<file path="config.mk">
export PLATFORM = sky130hd
export DESIGN_NAME = fetch_unit_flat
export DESIGN_NICKNAME = d
export VERILOG_FILES = /design/src/rtl/fetch_unit_if.sv /design/src/rtl/fetch_unit.sv /design/src/flat_wrapper.sv
export SDC_FILE = /design/constraint.sdc
export NUM_CORES = 1
export LEC_CHECK = 0
export CAP_MARGIN = 20
export CORE_MARGIN = 1
export CORE_UTILIZATION = 42
export CTS_CLUSTER_DIAMETER = 80
export CTS_CLUSTER_SIZE = 24
export DETAILED_ROUTE_END_ITERATION = 8
export HOLD_SLACK_MARGIN = 0.02
export PLACE_DENSITY = 0.73
export SYNTH_ARGS = -nofsm -noshare
export SYNTH_HDL_FRONTEND = slang
export SYNTH_SLANG_ARGS = --single-unit
</file>
<file path="constraint.sdc">
create_clock -name clock -period 7.3 [get_ports clock]
set_input_delay 0.73 -clock clock [delete_from_list [all_inputs] [get_ports clock]]
set_output_delay 0.73 -clock clock [all_outputs]
set_load 0.05 [all_outputs]
</file>
<file path="src/rtl/fetch_unit_if.sv">
// Fetch-unit bus bundle: PC handshake, instruction-memory port and decode-side FIFO head.
// The fetch_unit drives the master modport; the PC register, memory and decoder sit on slave.
interface fetch_unit_if;
  logic [15:0] pc_addr;
  logic [15:0] next_pc;
  logic        imem_req;
  logic [15:0] imem_addr;
  logic [15:0] imem_rdata;
  logic        imem_rvalid;
  logic        redirect;
  logic [15:0] redirect_target;
  logic [15:0] instr;
  logic [15:0] instr_pc;
  logic        instr_valid;
  logic        instr_ready;

  modport master (
    input  pc_addr, imem_rdata, imem_rvalid, redirect, redirect_target, instr_ready,
    output next_pc, imem_req, imem_addr, instr, instr_pc, instr_valid
  );

  modport slave (
    output pc_addr, imem_rdata, imem_rvalid, redirect, redirect_target, instr_ready,
    input  next_pc, imem_req, imem_addr, instr, instr_pc, instr_valid
  );
endinterface

</file>
<file path="src/rtl/fetch_unit.sv">
// Instruction fetch unit: one outstanding imem request, small instruction FIFO, redirect flush.
// Define FETCH_PERF_EN to add the saturating perf_instr_count output (pops since reset).
module fetch_unit #(
  parameter int unsigned PC_STEP    = 1,
  parameter int unsigned FIFO_DEPTH = 2
) (
  input  logic         clock,
  input  logic         reset,
  fetch_unit_if.master bus
`ifdef FETCH_PERF_EN
  ,
  output logic [15:0]  perf_instr_count
`endif
);

  localparam int unsigned PtrW  = $clog2(FIFO_DEPTH);
  localparam int unsigned CntW  = $clog2(FIFO_DEPTH + 1);
  localparam int unsigned UsedW = CntW + 1;

  typedef enum logic [1:0] {StIdle, StWait, StDrop} state_e;

  state_e            state_q, state_d;
  logic [15:0]       data_q [FIFO_DEPTH];
  logic [15:0]       pc_q   [FIFO_DEPTH];
  logic [PtrW-1:0]   rd_ptr_q, wr_ptr_q;
  logic [CntW-1:0]   count_q;
  logic [15:0]       req_addr_q;

  logic              busy, pop, push, issue, head_valid;
  logic [UsedW-1:0]  used;

  // Datapath handshakes shared by the FSM and the FIFO
  always_comb begin
    busy       = (state_q != StIdle);
    head_valid = ~reset & (count_q != '0);
    pop        = head_valid & bus.instr_ready & ~bus.redirect;
    push       = ~reset & ~bus.redirect & (state_q == StWait) & bus.imem_rvalid;
    // The head popped this cycle frees its slot, which keeps back-to-back fetch going
    used       = UsedW'(count_q) + UsedW'(busy) - UsedW'(pop);
  end

  // FSM state register
  always_ff @(posedge clock) begin
    if (reset) begin
      state_q <= StIdle;
    end else begin
      state_q <= state_d;
    end
  end

  // FSM next state
  always_comb begin
    state_d = state_q;
    if (bus.redirect) begin
      // An outstanding fetch becomes stale unless its response lands this very cycle
      state_d = (busy & ~bus.imem_rvalid) ? StDrop : StIdle;
    end else if (issue) begin
      state_d = StWait;
    end else if (busy & bus.imem_rvalid) begin
      state_d = StIdle;
    end
  end

  // FSM outputs
  always_comb begin
    issue = ~reset & ~bus.redirect & (used < UsedW'(FIFO_DEPTH));
    unique case (state_q)
      StIdle:  issue = issue;
      StWait,
      StDrop:  issue = issue & bus.imem_rvalid;
      default: issue = 1'b0;
    endcase

    bus.imem_req  = issue;
    bus.imem_addr = reset ? 16'h0000 : bus.pc_addr;
    if (reset) begin
      bus.next_pc = 16'h0000;
    end else if (bus.redirect) begin
      bus.next_pc = bus.redirect_target;
    end else if (issue) begin
      bus.next_pc = bus.pc_addr + 16'(PC_STEP);
    end else begin
      bus.next_pc = bus.pc_addr;
    end

    bus.instr_valid = head_valid;
    bus.instr       = data_q[rd_ptr_q];
    bus.instr_pc    = pc_q[rd_ptr_q];
  end

  // FIFO pointers and occupancy
  always_ff @(posedge clock) begin
    if (reset || bus.redirect) begin
      rd_ptr_q <= '0;
      wr_ptr_q <= '0;
      count_q  <= '0;
    end else begin
      if (push) wr_ptr_q <= wr_ptr_q + PtrW'(1);
      if (pop)  rd_ptr_q <= rd_ptr_q + PtrW'(1);
      if (push && !pop) begin
        count_q <= count_q + CntW'(1);
      end else if (pop && !push) begin
        count_q <= count_q - CntW'(1);
      end
    end
  end

  // Storage and the address of the request in flight
  always_ff @(posedge clock) begin
    if (push) begin
      data_q[wr_ptr_q] <= bus.imem_rdata;
      pc_q[wr_ptr_q]   <= req_addr_q;
    end
    if (issue) begin
      req_addr_q <= bus.pc_addr;
    end
  end

`ifdef FETCH_PERF_EN
  logic [15:0] perf_q;

  always_ff @(posedge clock) begin
    if (reset) begin
      perf_q <= 16'h0000;
    end else if (pop && perf_q != 16'hFFFF) begin
      perf_q <= perf_q + 16'd1;
    end
  end

  assign perf_instr_count = perf_q;
`endif

endmodule
</file>
<file path="src/flat_wrapper.sv">
// flat-port wrapper written by rule: the top's interface ports become plain ports
module fetch_unit_flat 
#(
  parameter int unsigned PC_STEP    = 1,
  parameter int unsigned FIFO_DEPTH = 2
)
  (clock, reset, bus_pc_addr, bus_imem_rdata, bus_imem_rvalid, bus_redirect, bus_redirect_target, bus_instr_ready, bus_next_pc, bus_imem_req, bus_imem_addr, bus_instr, bus_instr_pc, bus_instr_valid);
  fetch_unit_if bus_i ();
  input  logic clock;
  input  logic reset;
  input wire logic [$bits(bus_i.pc_addr)-1:0] bus_pc_addr;
  input wire logic [$bits(bus_i.imem_rdata)-1:0] bus_imem_rdata;
  input wire logic [$bits(bus_i.imem_rvalid)-1:0] bus_imem_rvalid;
  input wire logic [$bits(bus_i.redirect)-1:0] bus_redirect;
  input wire logic [$bits(bus_i.redirect_target)-1:0] bus_redirect_target;
  input wire logic [$bits(bus_i.instr_ready)-1:0] bus_instr_ready;
  output wire logic [$bits(bus_i.next_pc)-1:0] bus_next_pc;
  output wire logic [$bits(bus_i.imem_req)-1:0] bus_imem_req;
  output wire logic [$bits(bus_i.imem_addr)-1:0] bus_imem_addr;
  output wire logic [$bits(bus_i.instr)-1:0] bus_instr;
  output wire logic [$bits(bus_i.instr_pc)-1:0] bus_instr_pc;
  output wire logic [$bits(bus_i.instr_valid)-1:0] bus_instr_valid;
  assign bus_i.pc_addr = bus_pc_addr;
  assign bus_i.imem_rdata = bus_imem_rdata;
  assign bus_i.imem_rvalid = bus_imem_rvalid;
  assign bus_i.redirect = bus_redirect;
  assign bus_i.redirect_target = bus_redirect_target;
  assign bus_i.instr_ready = bus_instr_ready;
  assign bus_next_pc = bus_i.next_pc;
  assign bus_imem_req = bus_i.imem_req;
  assign bus_imem_addr = bus_i.imem_addr;
  assign bus_instr = bus_i.instr;
  assign bus_instr_pc = bus_i.instr_pc;
  assign bus_instr_valid = bus_i.instr_valid;
  fetch_unit #(.PC_STEP(PC_STEP), .FIFO_DEPTH(FIFO_DEPTH)) u_core (.clock(clock), .reset(reset), .bus(bus_i));
endmodule
</file>
# Word level (Yosys, flattened, before mapping)

Memory sizes are Yosys's and may differ from the RTL's. A register that Yosys moved wholly into a read port is not among the register bits.
Index checks and enable logic that the tools add are counted.

Memory bits (writable): 64
Flip-flop bits (word level): 22
Input bits: 53
Memories kept: 2
Output and inout port bits: 66

Reductions and logical operators: 11
Multiplexer cells: 17
Magnitude comparators: 1
Bitwise operators: 13
Add/sub/neg operators: 7
Equality and inequality tests: 2

Memory list:

| memory        | words | bits a word | rd ports | clocked after Yosys merged registers in | wr ports | line             | RTL |
|---|---|---|---|---|---|---|---|
| u_core.data_q | 2     | 16          | 1        | 1                                       | 1        | fetch_unit.sv:23 | `logic [15:0] data_q [FIFO_DEPTH];` |
| u_core.pc_q   | 2     | 16          | 1        | 1                                       | 1        | fetch_unit.sv:24 | `logic [15:0] pc_q [FIFO_DEPTH];` |

Operator list:

| cell                    | count |
|---|---|
| $mux W16                | 4 |
| $add A16 B1 Y16 const B | 1 |
| $mux W2                 | 6 |
| $and A1 B1 Y1           | 10 |
| $mux W1                 | 6 |
| $reduce_bool A2 Y1      | 3 |
| $add A2 B1 Y3           | 1 |
| $lt A3 B2 Y1 const B    | 1 |
| $not A1 Y1              | 3 |
| $reduce_bool A3 Y1      | 1 |
| $sub A3 B1 Y3           | 1 |
| $add A1 B1 Y1 const B   | 2 |
| $add A2 B1 Y2 const B   | 1 |
| $eq A2 B1 Y1 const B    | 1 |
| $eq A2 B2 Y1 const B    | 1 |
| $logic_and A1 B1 Y1     | 2 |
| $logic_not A1 Y1        | 2 |
| $logic_not A2 Y1        | 1 |
| $pmux W1 S2             | 1 |
| $reduce_or A2 Y1        | 1 |
| $sub A2 B1 Y2 const B   | 1 |
| $logic_or A1 B1 Y1      | 1 |

# Depth between registers and ports, before layout

Word-level depth: 12
Mapped depth: 14

# Worst setup path before layout

Ideal clock, no wire load.

Path type: input -> output
Start: in reset
End: out bus_next_pc[3]
Path buffers: 3
Setup slack: 115 ps
Data arrival time: 6455 ps
Stages on the path: 14
Path through: clkbuf_1 or2_2 clkbuf_1 or2_2 inv_1 ha_1 or2_2 fa_1 and2b_1 nand4_2 buf_6 inv_1 a311oi_1 a2111oi_0

Cells in the longest elaborated chain, start to end: 12
Elaborated cells between the ends (all ways): 13
Those cells by class: 1 x add/sub; 1 x order compare; 4 x mux; 7 x bitwise

RTL lines:

| what                          | line               | RTL |
|---|---|---|
| start: declaration            | flat_wrapper.sv:10 | `input logic reset;` |
| $not A1 Y1 *                  | fetch_unit.sv:35   | `head_valid = ~reset & (count_q != '0);` |
| $and A1 B1 Y1 *               | fetch_unit.sv:35   |  |
| $and A1 B1 Y1 * (2 in series) | fetch_unit.sv:36   | `pop = head_valid & bus.instr_ready & ~bus.redirect;` |
| via u_core.pop                | fetch_unit.sv:29   | `logic busy, pop, push, issue, head_valid;` |
| $sub A3 B1 Y3 *               | fetch_unit.sv:39   | `used = UsedW'(count_q) + UsedW'(busy) - UsedW'(pop);` |
| $lt A3 B2 Y1 *                | fetch_unit.sv:66   | `issue = ~reset & ~bus.redirect & (used < UsedW'(FIFO_DEPTH));` |
| $and A1 B1 Y1 *               | fetch_unit.sv:66   |  |
| $and A1 B1 Y1                 | fetch_unit.sv:70   | `StDrop: issue = issue & bus.imem_rvalid;` |
| $pmux W1 S2 *                 | fetch_unit.sv:67   | `unique case (state_q)` |
| via bus_imem_req              | flat_wrapper.sv:18 | `output wire logic [$bits(bus_i.imem_req)-1:0] bus_imem_req;` |
| $mux W16 *                    | fetch_unit.sv:80   | `end else if (issue) begin` |
| $mux W16 *                    | fetch_unit.sv:78   | `end else if (bus.redirect) begin` |
| $mux W16 *                    | fetch_unit.sv:76   | `if (reset) begin` |
| end: declaration              | flat_wrapper.sv:17 | `output wire logic [$bits(bus_i.next_pc)-1:0] bus_next_pc;` |

The timed path passes the listed nets; every way through them passes the cells marked *.

# Worst setup path in the final report

Start: in bus_redirect
End: out bus_next_pc[9]

Cells in the longest elaborated chain, start to end: 10
Elaborated cells between the ends (all ways): 11
Those cells by class: 1 x add/sub; 1 x order compare; 4 x mux; 5 x bitwise

RTL lines:

| what               | line               | RTL |
|---|---|---|
| start: declaration | flat_wrapper.sv:14 | `input wire logic [$bits(bus_i.redirect)-1:0] bus_redirect;` |
| $not A1 Y1 *       | fetch_unit.sv:36   |  |
| $and A1 B1 Y1 *    | fetch_unit.sv:36   |  |
| via u_core.pop     | fetch_unit.sv:29   |  |
| $sub A3 B1 Y3 *    | fetch_unit.sv:39   |  |
| $lt A3 B2 Y1 *     | fetch_unit.sv:66   |  |
| $and A1 B1 Y1 *    | fetch_unit.sv:66   |  |
| $and A1 B1 Y1      | fetch_unit.sv:70   |  |
| $pmux W1 S2 *      | fetch_unit.sv:67   |  |
| $mux W16 *         | fetch_unit.sv:80   |  |
| $mux W16 *         | fetch_unit.sv:78   |  |
| $mux W16 *         | fetch_unit.sv:76   |  |

Marks and branches as above.

==> results.sh <==
export IMPL_worstPathCellList="clkdlybuf4s50_1 -> buf_4 -> or2_2 -> or2_2 -> inv_1 -> ha_1 -> or2_2 -> fa_1 -> and2b_1 -> nand4_2 -> buf_4 -> or3_1 -> a2111oi_1 -> clkdlybuf4s50_1"
export IMPL_cp_top_family="simple AND/OR/NAND/NOR gates"
export IMPL_core_um2=8890
export IMPL_fillCellCount=691
export IMPL_crit_path_start_kind="input pin"
export IMPL_areaGrowthSynthToFinish_pct=38.0
export IMPL_drt_iter0_drc=114
export IMPL_grt_overflow=0
export IMPL_drive_above_1_share_pct=14.7
export IMPL_final_setup_viol_count=0
export IMPL_worstSetupPathType="in -> out"
export IMPL_insertion_delay_ps=340
export IMPL_p_total_w=0.00103
export IMPL_leakage_nw=1.81
export IMPL_cellPowerDensity_nw_per_um2=191
export IMPL_grt_pass1_vias=2860
export IMPL_yosysSeqAreaShare_pct=64.6
export IMPL_synthArstFlopShare_pct=0
export IMPL_cts_hold_buffers=0
export IMPL_ys_warn_count=0
export IMPL_required_ps=6570
export IMPL_clockBufferDepth=2
export IMPL_synth_edf_count=80
export IMPL_grt_pass1_wl_um=13700
export IMPL_die_x_um=98.8
export IMPL_path_common_cell="or2_2"
export IMPL_post_place_ws_ps=1130
export IMPL_fin_ws_ps=1150
export IMPL_grt_use_total_pct=18.1
export IMPL_final_util_pct=61.1
export IMPL_cts_sinks=87
export IMPL_ys_types=43
export IMPL_regToRegStartpoint="u_core.count_q[1]"
export IMPL_antenna_found_initial=0
export IMPL_die_h_um=98.8
export IMPL_maxCapViolCount=0
export IMPL_fmax_mhz=163
export IMPL_synth_area_leaders="edfxtp_1 (61%), mux2_2 (9.2%), dfxtp_1 (3.6%), nor2b_1 (2.7%), nor2_1 (2.4%)"
export IMPL_start_util_pct=44.3
export IMPL_dpl_hpwl_um=5770
export IMPL_avgViaCountPerCell=5.39
export IMPL_yosysMostFrequentCell="edfxtp_1"
export IMPL_wl_per_cell_um=16.3
export IMPL_post_synth_inst_count=284
export IMPL_drcViolationCount=0
export IMPL_rrSetupSlack_ps=3790
export IMPL_synth_top_cell_area_share_pct=61.0
export IMPL_vias=2788
export IMPL_reg2reg_depth=11
export IMPL_routed_wirelength_um=8410
export IMPL_nNetsFinal=464
export IMPL_post_cts_resized=0
export IMPL_fin_setup_tns_ps=0
export IMPL_firstDrtPassIters=4
export IMPL_grt_max_degree=36
export IMPL_die_area_um2=9760
export IMPL_syn_area_per_cell_um2=13.9
export IMPL_cts_root_buf="clkbuf_8"
export IMPL_tightest_slew_ps=912
export IMPL_cts_tree="done"
export IMPL_io_buffers=118
export IMPL_num_io_pins=119
export IMPL_cp_depth=14
export IMPL_hold_slack_ps=445
export IMPL_slew_headroom_pct=39.1
export IMPL_slew_viol_final=0
export IMPL_end_kind="primary output"
export IMPL_routabilityCongestion=0.838
export IMPL_final_hold_viol_count=0
export IMPL_ys_flop_type="edfxtp_1"
export IMPL_arrival_ps=5420
export IMPL_synth_top_area_cell="edfxtp_1"
export IMPL_status="finished clean"
export IMPL_syn_area_um2=3940
export IMPL_ys_ff_latch=87
export IMPL_synth_nets=344
export IMPL_ant_nets=0
export IMPL_hold_path_class="reg -> reg"
export IMPL_clock_skew_ps=9.10
export IMPL_period_share_pct=84.3
export IMPL_rsz0062_at_grt="no"
export IMPL_slowest_delay_ps=870
export IMPL_cts_buffers=9
export IMPL_clk_pin_slew_ps=90
export IMPL_critPathMaxFanout=14
export IMPL_cts_setup_buffers=0
export IMPL_rows=34
export IMPL_min_period_ps=6150
export IMPL_reg2reg_to="u_core.req_addr_q[2]"
export IMPL_critPathCapture="bus_next_pc[9]"
export IMPL_startpoint="bus_redirect"
export IMPL_synth_common_cells="edfxtp_1 (80), mux2_2 (32), nor2_1 (25)"
export IMPL_cp_buffers_inverters=5
export IMPL_h_tree_depth=3
export IMPL_crit_path_top_delay_cell="clkdlybuf4s50_1"
export IMPL_antenna_cells=0
export IMPL_vdd_drop_max_uv=86.1
-- registers in the layout, summed over array words and instances, names as in the netlist, named ones only --
| signal | count |
|---|---|
| u_core.data_q | 32 |
| u_core.req_addr_q | 16 |
| u_core.pc_q | 32 |
| u_core.count_q | 2 |
| u_core.wr_ptr_q | 1 |
| u_core.rd_ptr_q | 1 |
| u_core.state_q | 2 |
-- power breakdown --
| group | internal (W) | switching [W] | leakage (nW) |
|---|---|---|---|
| Clock | 0.000159 | 0.000165 | 0.0953 |
| Sequential | 0.000551 | 0.00000300 | 0.782 |
| Combinational | 0.0000627 | 0.0000946 | 0.933 |
-- final cells by class --
cell class	instances	area [um^2]	share of cell area (%)
tap	108	135	2.49
inverter	10	37.5	0.691
sequential	87	2540	46.8
multi-input combinational	173	1300	24.0
clock buffer	9	124	2.28
timing repair buffer	123	1220	22.4
clock inverter	7	71.3	1.31
-- cell usage in the layout (no fill, tap or decap), types with 4 or more instances in the layout --
cell / Yosys / final
a311oi_1: 8 / 8
and3_1: 4 / 4
buf_4: 0 / 6
clkbuf_8: 0 / 9
clkdlybuf4s50_1: 0 / 117
dfxtp_1: 7 / 7
edfxtp_1: 80 / 80
ha_1: 6 / 6
inv_1: 9 / 9
mux2_2: 32 / 32
nand2_1: 8 / 8
nand3_1: 5 / 5
nand4_1: 6 / 6
nor2_1: 25 / 25
nor2b_1: 17 / 16
o21ai_0: 8 / 8
o31ai_1: 4 / 4
or3_1: 4 / 4
or4_1: 5 / 5
xor2_1: 4 / 4
-- metal layers --
metal,part of all wire [%],track usage (%)
met1,44,22.2
met2,46,29.8
met3,8.4,5.53
met4,1.6,7.23
met5,0,0
-- through the flow --
stage	instances	area, um^2
final	517	5430
after CTS	517	5430
after global placement	501	5240
after global routing	517	5430
after detailed placement	501	5240
after floorplan	284	3940
-- worst min path at each step --
| stage | depth (start not counted) | to | startpoint |
|---|---|---|---|
| floorplan | 0 | u_core.pc_q[0][0] | u_core.req_addr_q[0] |
| global placement | 0 | u_core.pc_q[0][10] | u_core.req_addr_q[10] |
| detailed placement | 0 | u_core.pc_q[0][11] | u_core.req_addr_q[11] |
| CTS | 0 | u_core.pc_q[1][15] | u_core.req_addr_q[15] |
| global route | 0 | u_core.pc_q[1][15] | u_core.req_addr_q[15] |
| finish | 0 | u_core.pc_q[0][15] | u_core.req_addr_q[15] |
-- cell families after synthesis --
logic type / after synthesis / synth area share [%]
adder cells (fa/ha/maj): 7 / 2.42
AND/OR/NAND/NOR: 89 / 12.3
buffers and inverters: 24 / 2.51
multiplexers: 33 / 9.41
flip-flops: 87 / 64.6
AO/OA/AOI/OAI: 37 / 7.06
XOR/XNOR: 7 / 1.75
-- worst reg2reg max path, delay by kind of cell (launching register included) --
family / cells / cell delay (ps)
buffers and inverters: 4 / 670
adder cells (fa/ha/maj): 2 / 690
flip-flops: 1 / 490
AND/OR/NAND/NOR: 4 / 1120
AO/OA/AOI/OAI: 1 / 210
Note: power is estimated with default switching activity, not from simulation.
